--- src/rtl/crc16_frame_arb_if.sv ---
// Requester, output-stream and error signals of the two-channel CRC frame arbiter.
// The master side is the arbiter itself; the slave side is its environment.
interface crc16_frame_arb_if;
  logic [7:0] in0_data;
  logic       in0_valid;
  logic       in0_last;
  logic       in0_ready;
  logic [7:0] in1_data;
  logic       in1_valid;
  logic       in1_last;
  logic       in1_ready;
  logic [7:0] out_data;
  logic       out_valid;
  logic       out_last;
  logic       out_chan;
  logic       out_ready;
  logic       err_trunc;

  modport master (
    input  in0_data, in0_valid, in0_last, in1_data, in1_valid, in1_last, out_ready,
    output in0_ready, in1_ready, out_data, out_valid, out_last, out_chan, err_trunc
  );

  modport slave (
    output in0_data, in0_valid, in0_last, in1_data, in1_valid, in1_last, out_ready,
    input  in0_ready, in1_ready, out_data, out_valid, out_last, out_chan, err_trunc
  );
endinterface

--- src/rtl/crc16_frame_arb.sv ---
// Round-robin two-channel frame arbiter with inline CRC-16 and trailing inverted CRC bytes.
// Overlong frames are cut at MAX_LEN, closed with a CRC and the remainder is dropped.
module crc16_frame_arb #(
  parameter logic [15:0] POLYNOMIAL = 16'h8005,
  parameter logic [15:0] INIT_VALUE = 16'hFFFF,
  parameter int unsigned MAX_LEN    = 1024
) (
  input  logic              clk_in,
  input  logic              rst_n,
  crc16_frame_arb_if.master bus
);

  localparam int unsigned CNT_W = 16;

  typedef enum logic [2:0] {
    S_IDLE    = 3'd0,
    S_PAYLOAD = 3'd1,
    S_CRC_HI  = 3'd2,
    S_CRC_LO  = 3'd3,
    S_DROP    = 3'd4
  } state_t;

  state_t           state;
  logic             grant;
  logic             last_grant;
  logic [15:0]      crc;
  logic [CNT_W-1:0] count;
  logic             trunc;
  logic [7:0]       out_data;
  logic             out_valid;
  logic             out_last;
  logic             out_chan;
  logic             err_trunc;

  logic             slot_free_c;
  logic             ready0_c;
  logic             ready1_c;
  logic             sel_valid_c;
  logic             sel_last_c;
  logic [7:0]       sel_data_c;
  logic             accept_c;
  logic             pick_c;
  logic             len_hit_c;

  // MSB-first, non-reflected CRC update over one byte
  function automatic logic [15:0] crc_next(input logic [15:0] c, input logic [7:0] d);
    logic [15:0] r;
    r = c ^ {d, 8'h00};
    for (int i = 0; i < 8; i++) begin
      r = r[15] ? ((r << 1) ^ POLYNOMIAL) : (r << 1);
    end
    return r;
  endfunction

  // Handshake decode, channel mux and arbitration choice
  always_comb begin
    slot_free_c = !out_valid || bus.out_ready;
    ready0_c    = 1'b0;
    ready1_c    = 1'b0;
    sel_valid_c = grant ? bus.in1_valid : bus.in0_valid;
    sel_last_c  = grant ? bus.in1_last  : bus.in0_last;
    sel_data_c  = grant ? bus.in1_data  : bus.in0_data;
    case (state)
      S_PAYLOAD: begin
        ready0_c = !grant && slot_free_c;
        ready1_c = grant && slot_free_c;
      end
      S_DROP: begin
        ready0_c = !grant;
        ready1_c = grant;
      end
      default: ;
    endcase
    accept_c  = sel_valid_c && (grant ? ready1_c : ready0_c);
    pick_c    = (bus.in0_valid && bus.in1_valid) ? !last_grant : bus.in1_valid;
    len_hit_c = ({1'b0, count} + 17'd1) == 17'(MAX_LEN);
  end

  assign bus.in0_ready = ready0_c;
  assign bus.in1_ready = ready1_c;
  assign bus.out_data  = out_data;
  assign bus.out_valid = out_valid;
  assign bus.out_last  = out_last;
  assign bus.out_chan  = out_chan;
  assign bus.err_trunc = err_trunc;

  // Frame sequencer with registered output stage
  always_ff @(posedge clk_in or negedge rst_n) begin
    if (!rst_n) begin
      state      <= S_IDLE;
      grant      <= 1'b0;
      last_grant <= 1'b1;
      crc        <= INIT_VALUE;
      count      <= '0;
      trunc      <= 1'b0;
      out_data   <= 8'h00;
      out_valid  <= 1'b0;
      out_last   <= 1'b0;
      out_chan   <= 1'b0;
      err_trunc  <= 1'b0;
    end else begin
      err_trunc <= 1'b0;
      if (out_valid && bus.out_ready) begin
        out_valid <= 1'b0;
      end
      case (state)
        S_IDLE: begin
          if (bus.in0_valid || bus.in1_valid) begin
            grant      <= pick_c;
            last_grant <= pick_c;
            crc        <= INIT_VALUE;
            count      <= '0;
            state      <= S_PAYLOAD;
            // a stalled CRC byte of the previous frame keeps its channel tag
            if (slot_free_c) begin
              out_chan <= pick_c;
            end
          end
        end
        S_PAYLOAD: begin
          if (accept_c) begin
            out_data  <= sel_data_c;
            out_valid <= 1'b1;
            out_last  <= 1'b0;
            out_chan  <= grant;
            crc       <= crc_next(crc, sel_data_c);
            count     <= count + CNT_W'(1);
            if (sel_last_c) begin
              state <= S_CRC_HI;
            end else if (len_hit_c) begin
              state     <= S_CRC_HI;
              trunc     <= 1'b1;
              err_trunc <= 1'b1;
            end
          end
        end
        S_CRC_HI: begin
          if (slot_free_c) begin
            out_data  <= ~crc[15:8];
            out_valid <= 1'b1;
            out_last  <= 1'b0;
            state     <= S_CRC_LO;
          end
        end
        S_CRC_LO: begin
          if (slot_free_c) begin
            out_data  <= ~crc[7:0];
            out_valid <= 1'b1;
            out_last  <= 1'b1;
            state     <= trunc ? S_DROP : S_IDLE;
          end
        end
        S_DROP: begin
          if (accept_c && sel_last_c) begin
            trunc <= 1'b0;
            state <= S_IDLE;
          end
        end
        default: state <= S_IDLE;
      endcase
    end
  end

endmodule

--- src/flat_wrapper.sv ---
// flat-port wrapper written by rule: the top's interface ports become plain ports
module crc16_frame_arb_flat 
#(
  parameter logic [15:0] POLYNOMIAL = 16'h8005,
  parameter logic [15:0] INIT_VALUE = 16'hFFFF,
  parameter int unsigned MAX_LEN    = 1024
)
  (clk_in, rst_n, bus_in0_data, bus_in0_valid, bus_in0_last, bus_in1_data, bus_in1_valid, bus_in1_last, bus_out_ready, bus_in0_ready, bus_in1_ready, bus_out_data, bus_out_valid, bus_out_last, bus_out_chan, bus_err_trunc);
  crc16_frame_arb_if bus_i ();
  input  logic clk_in;
  input  logic rst_n;
  input wire logic [$bits(bus_i.in0_data)-1:0] bus_in0_data;
  input wire logic [$bits(bus_i.in0_valid)-1:0] bus_in0_valid;
  input wire logic [$bits(bus_i.in0_last)-1:0] bus_in0_last;
  input wire logic [$bits(bus_i.in1_data)-1:0] bus_in1_data;
  input wire logic [$bits(bus_i.in1_valid)-1:0] bus_in1_valid;
  input wire logic [$bits(bus_i.in1_last)-1:0] bus_in1_last;
  input wire logic [$bits(bus_i.out_ready)-1:0] bus_out_ready;
  output wire logic [$bits(bus_i.in0_ready)-1:0] bus_in0_ready;
  output wire logic [$bits(bus_i.in1_ready)-1:0] bus_in1_ready;
  output wire logic [$bits(bus_i.out_data)-1:0] bus_out_data;
  output wire logic [$bits(bus_i.out_valid)-1:0] bus_out_valid;
  output wire logic [$bits(bus_i.out_last)-1:0] bus_out_last;
  output wire logic [$bits(bus_i.out_chan)-1:0] bus_out_chan;
  output wire logic [$bits(bus_i.err_trunc)-1:0] bus_err_trunc;
  assign bus_i.in0_data = bus_in0_data;
  assign bus_i.in0_valid = bus_in0_valid;
  assign bus_i.in0_last = bus_in0_last;
  assign bus_i.in1_data = bus_in1_data;
  assign bus_i.in1_valid = bus_in1_valid;
  assign bus_i.in1_last = bus_in1_last;
  assign bus_i.out_ready = bus_out_ready;
  assign bus_in0_ready = bus_i.in0_ready;
  assign bus_in1_ready = bus_i.in1_ready;
  assign bus_out_data = bus_i.out_data;
  assign bus_out_valid = bus_i.out_valid;
  assign bus_out_last = bus_i.out_last;
  assign bus_out_chan = bus_i.out_chan;
  assign bus_err_trunc = bus_i.err_trunc;
  crc16_frame_arb #(.POLYNOMIAL(POLYNOMIAL), .INIT_VALUE(INIT_VALUE), .MAX_LEN(MAX_LEN)) u_core (.clk_in(clk_in), .rst_n(rst_n), .bus(bus_i));
endmodule
--- config.mk ---
export PLATFORM = sky130hd
export DESIGN_NAME = crc16_frame_arb_flat
export DESIGN_NICKNAME = d
export VERILOG_FILES = /design/src/rtl/crc16_frame_arb_if.sv /design/src/rtl/crc16_frame_arb.sv /design/src/flat_wrapper.sv
export SDC_FILE = /design/constraint.sdc
export NUM_CORES = 1
export LEC_CHECK = 0
export BUFFER_PORTS_ARGS = -buffer_cell sky130_fd_sc_hd__buf_2
export CORE_MARGIN = 3
export CORE_UTILIZATION = 47
export DETAILED_ROUTE_END_ITERATION = 12
export GPL_ROUTABILITY_DRIVEN = 1
export PLACE_DENSITY_LB_ADDON = 0.3
export SYNTH_ARGS = -nofsm -noshare
export SYNTH_HDL_FRONTEND = slang
export SYNTH_SLANG_ARGS = --single-unit
--- constraint.sdc ---
create_clock -name clk_in -period 2.57 [get_ports clk_in]
set_input_delay 0.3855 -clock clk_in [delete_from_list [all_inputs] [get_ports clk_in]]
set_output_delay 0.3855 -clock clk_in [all_outputs]
set_load 0.01 [all_outputs]
# Word level (Yosys, flattened, before mapping)

Index checks and enable logic that the tools add are counted.

Bits in registers: 50
Logic and storage cells: 115

Add/subtract/negate cells: 2
Equality and inequality tests: 14
Multiplexer cells: 55
Bitwise operators: 11
Reductions and logical operators: 22

Operators by type and width:

| kind                                                                    | number |
|---|---|
| 16-bit 2-to-1 mux                                                       | 12 |
| 16-bit case mux with 2 select lines                                     | 2 |
| 8-bit 2-to-1 mux                                                        | 4 |
| 3-bit 2-to-1 mux                                                        | 8 |
| 3-bit inverter                                                          | 8 |
| 8-bit case mux with 3 select lines                                      | 1 |
| 1-bit 2-to-1 mux                                                        | 21 |
| 16-bit by 1-bit adder with 17-bit output, second input constant         | 1 |
| 17-bit by 11-bit equality test with 1-bit output, second input constant | 1 |
| 16-bit by 1-bit adder with 16-bit output, second input constant         | 1 |
| 8-bit inverter                                                          | 2 |
| 16-bit bitwise XOR                                                      | 1 |
| 3-bit case mux with 5 select lines                                      | 1 |
| 2-bit by 1-bit inequality test with 1-bit output, second input constant | 7 |
| 1-bit case mux with 2 select lines                                      | 5 |
| 4-bit AND reduction                                                     | 2 |
| 3-bit by 2-bit equality test with 1-bit output, second input constant   | 2 |
| 1-bit logical AND                                                       | 6 |
| 6-bit AND reduction                                                     | 1 |
| 5-bit AND reduction                                                     | 1 |
| 2-bit nonzero test                                                      | 2 |
| 3-bit by 1-bit equality test with 1-bit output, second input constant   | 1 |
| 3-bit equality test, second input constant                              | 1 |
| 1-bit logical NOT                                                       | 3 |
| other kinds (9)                                                         | 10 |

# Logic depth before layout (Yosys ltp)

Depth after elaboration: 20
Mapped depth: 9
Mapped depth without buffers: 7

# Least setup slack after synthesis

No wires, ideal clock.

Path kind: flip-flop to flip-flop
From: register u_core.grant
To: register u_core.crc[15]
Data arrival time: 1.997 ns
Setup slack: 0.500 ns
Cell stages (with the launch flop): 8
Buffers on the path: 1
Cells stage by stage: dfrtp_1 buf_6 mux2i_1 xnor2_2 xnor2_1 xnor3_2 xnor3_1 a21oi_1

Cells in the longest elaborated chain, start to end: 13
Elaborated cells between the ends (all ways): 29
Classes of those cells: eq/ne: 1; mux: 15; bitwise: 8; reduce/logical: 5

RTL lines:

| item                                                                        | line                   | source |
|---|---|---|
| start: declaration                                                          | crc16_frame_arb.sv:24  | `logic grant;` |
| start signal: assignment                                                    | crc16_frame_arb.sv:109 | `grant <= pick_c;` |
| 8-bit 2-to-1 mux                                                            | crc16_frame_arb.sv:62  | `sel_data_c = grant ? bus.in1_data : bus.in0_data;` |
| 16-bit bitwise XOR                                                          | crc16_frame_arb.sv:48  | `r = c ^ {d, 8'h00};` |
| 16-bit 2-to-1 mux / 3-bit inverter (equally long branches) (6 in series)    | n/a                    |  |
| 3-bit inverter (no source line) / 16-bit 2-to-1 mux (equally long branches) | n/a                    |  |
| 16-bit 2-to-1 mux (2 in series)                                             | crc16_frame_arb.sv:50  | `r = r[15] ? ((r << 1) ^ POLYNOMIAL) : (r << 1);` |
| 16-bit 2-to-1 mux                                                           | crc16_frame_arb.sv:121 | `if (accept_c) begin` |
| 16-bit case mux with 2 select lines                                         | crc16_frame_arb.sv:106 | `case (state)` |
| end signal: assignment                                                      | crc16_frame_arb.sv:126 | `crc <= crc_next(crc, sel_data_c);` |
| end: declaration                                                            | crc16_frame_arb.sv:26  | `logic [15:0] crc;` |

Several ways; a longest one is shown, not always the timed one. The select of a mux whose other input is x is not followed.
A chain may end at the register's enable or synchronous reset.

# Final worst setup path

Ends and elaborated chain as after synthesis.

==> out/metrics.cfg <==
[synthesis]
synthCells = 329
synth_nets = 353
synth-seq-cells = 50
yosysSeqAreaShare_pct = 43.1
synth_edf_count = 0
synth_area_per_cell_um2 = 8.98
yosys_most_used_dff = dfrtp_1
synth-async-reset-ratio_pct = 100
synthesis.area_um2 = 2950
yosys.cell_types.count = 45
synth_warnings = 0

[clocking]
cts_htree_levels = 2
post-cts-setup-buffer-count = 0
numCtsBuffers = 5
cts_resized = 0
clk_latency_ps = 310
cts_tree = done
cts_sinks = 50
clk_path_buf_depth = 2
cts_root_buf = clkbuf_8
clkSlewWorstSetupHoldPaths_ps = 100
cts_hold_buffers = 0

[placed_design]
place_congestion = 0.912
hpwlAfterDp_mm = 4.73
placed_cells = 428
port_buffers = 36

[timing]
clock_skew_ps = 12.3
rsz0062_at_grt = false
timing.hold.ws_ps = 198
finalSetupViolCount = 0
setup_tns_ps = 0
fmax_mhz = 427
fin_crit_ps = 2340
hold_viol_final = 0
tightest_slew_ps = 915
maxSlewHeadroom_pct = 39.0
slew_viol_final = 0
post-route-period-util_pct = 91.2

[pwr]
power_density_nw_per_um2 = 1420
power.leakage_nw = 1.44
power_w = 0.00477
peakVddDrop_mv = 1.27

[setup_path]
ff2ff_setup_slack_ps = 230
cpLargestDelayFamily = XOR/XNOR gates
cp_max_fo = 9
crit_required_ps = 2810
crit_chain = mux2i_1, xnor2_2, xnor2_1, xnor3_2, xnor3_1, a21oi_1
rr_worst_depth = 6
critPathBufInv = 0
rr_endpoint = u_core.crc[15]
cp-end-kind = flop
cp.arrival_ps = 2590
crit_path_max_incr_delay_ps = 540
cp_slowest_cell = dfrtp_2
start_kind = flop
crit_type = reg2reg
r2r-start = u_core.grant

[detailed_routing]
drt-total-wl_mm = 6.62
drtIter0Drc = 140
num_vias = 2540
ant_nets = 0
detail_route.first_pass.iterations = 4
wl_per_cell_um = 15.2
drc_errors = 0
drt-vias-per-instance = 5.83

[hold_path]
hp-class = in2async

[floorplan]
start_util_pct = 49.3
core_um2 = 5990
num_rows = 28
dieArea_um2 = 7270
die_h_um = 85.3
die_w_um = 85.3
ios = 37

[global_routing]
grt_remaining_overflow = 0
gr-usage-all-layers_pct = 19.7
grt_pass1_vias = 2460
antenna_found_initial = 0
grt_pass1_wl_mm = 11.7
grt_max_degree = 43

[cells_and_area]
drive_gt1_share_pct = 23.0
area_growth_pct = 13.4
layout_common_cells = o21ai_0 (45), nand2_1 (37), buf_2 (36)
fin_nets = 384
antenna_cells = 0
utilization_pct = 55.9
fin_cells = 436
layout_commonest_cell = o21ai_0

[flow_run]
max-cap-violations = 0

[outcome]
status = finished, final reports clean

[Yosys cell counts (all sizes together), types with 10 or more instances]
master	count	area share (%)
nand4	10	2.1
nand3	11	1.9
nand2	37	4.7
o21ai	46	7.8
xnor2	22	7.0
dfrtp	33	28
nor2	24	3.0
dfstp	17	15
a21oi	22	3.7
nor3	16	2.7
mux2i	18	6.1
clkbuf	17	2.2
[flip-flops by register name (all words and copies together) (netlist names)]
signal,count
u_core.last_grant,1
u_core.bus.out_valid,1
u_core.bus.out_chan,1
u_core.state,3
u_core.grant,1
u_core.count,16
u_core.bus.out_data,8
u_core.bus.out_last,1
u_core.bus.err_trunc,1
u_core.crc,16
u_core.trunc,1
[per-layer routing]
layer	wire length [um]	global-route usage, %	vias up
li1	-	-	1234
met1	3150	27.5	1234
met2	3090	31.2	62
met3	271	2.91	10
met4	109	6.91	0
met5	0	0	-
[per-stage QoR]
stage | setup WS, ps | cell area [um^2]
after global routing | 81.7 | 3350
after floorplan | 500 | 2950
final | 227 | 3350
after CTS | 89.5 | 3350
after detailed placement | 135 | 3210
after global placement | 238 | 3210
[worst reg2reg max path, delay by kind of cell, from the launching register on]
family / cells / cell delay, ps
AO/OA/AOI/OAI: 1 / 150
XOR/XNOR: 4 / 1200
flip-flops: 1 / 540
multiplexers: 1 / 390
[report_power, final]
part | switching [W] | internal [W]
clock network | 0.000270 | 0.000415
logic | 0.00135 | 0.00127
registers | 0.000301 | 0.00117
total | 0.00192 | 0.00285
[area by class of cell]
type / instances / area [um^2]
clock inverter: 2 / 60.1
clock buffer: 6 / 82.6
sequential: 50 / 1270
inverter: 1 / 3.75
timing repair buffer: 47 / 263
fill: 542 / 2640
tap: 75 / 93.8
multi-input combinational: 255 / 1570
[cells by family after synthesis]
family	count (synthesis)	share of synthesized area, %
flip-flops	50	43.1
AO/OA/AOI/OAI	88	16.7
buffers and inverters	24	3.68
XOR/XNOR	26	9.19
multiplexers	21	7.24
AND/OR/NAND/NOR	119	19.7
adder cells (fa/ha/maj)	1	0.423
[how the worst max path moves through the flow]
stage	cells past startpoint	start	slack [ps]	end
after CTS	6	u_core.grant	90	u_core.crc[15]
after global routing	6	u_core.grant	80	u_core.crc[15]
after floorplan	7	u_core.grant	500	u_core.crc[15]
after global placement	6	u_core.grant	240	u_core.crc[15]
final	6	u_core.grant	230	u_core.crc[15]
after detailed placement	6	u_core.grant	140	u_core.crc[15]
(Power assumes the default switching activity.)
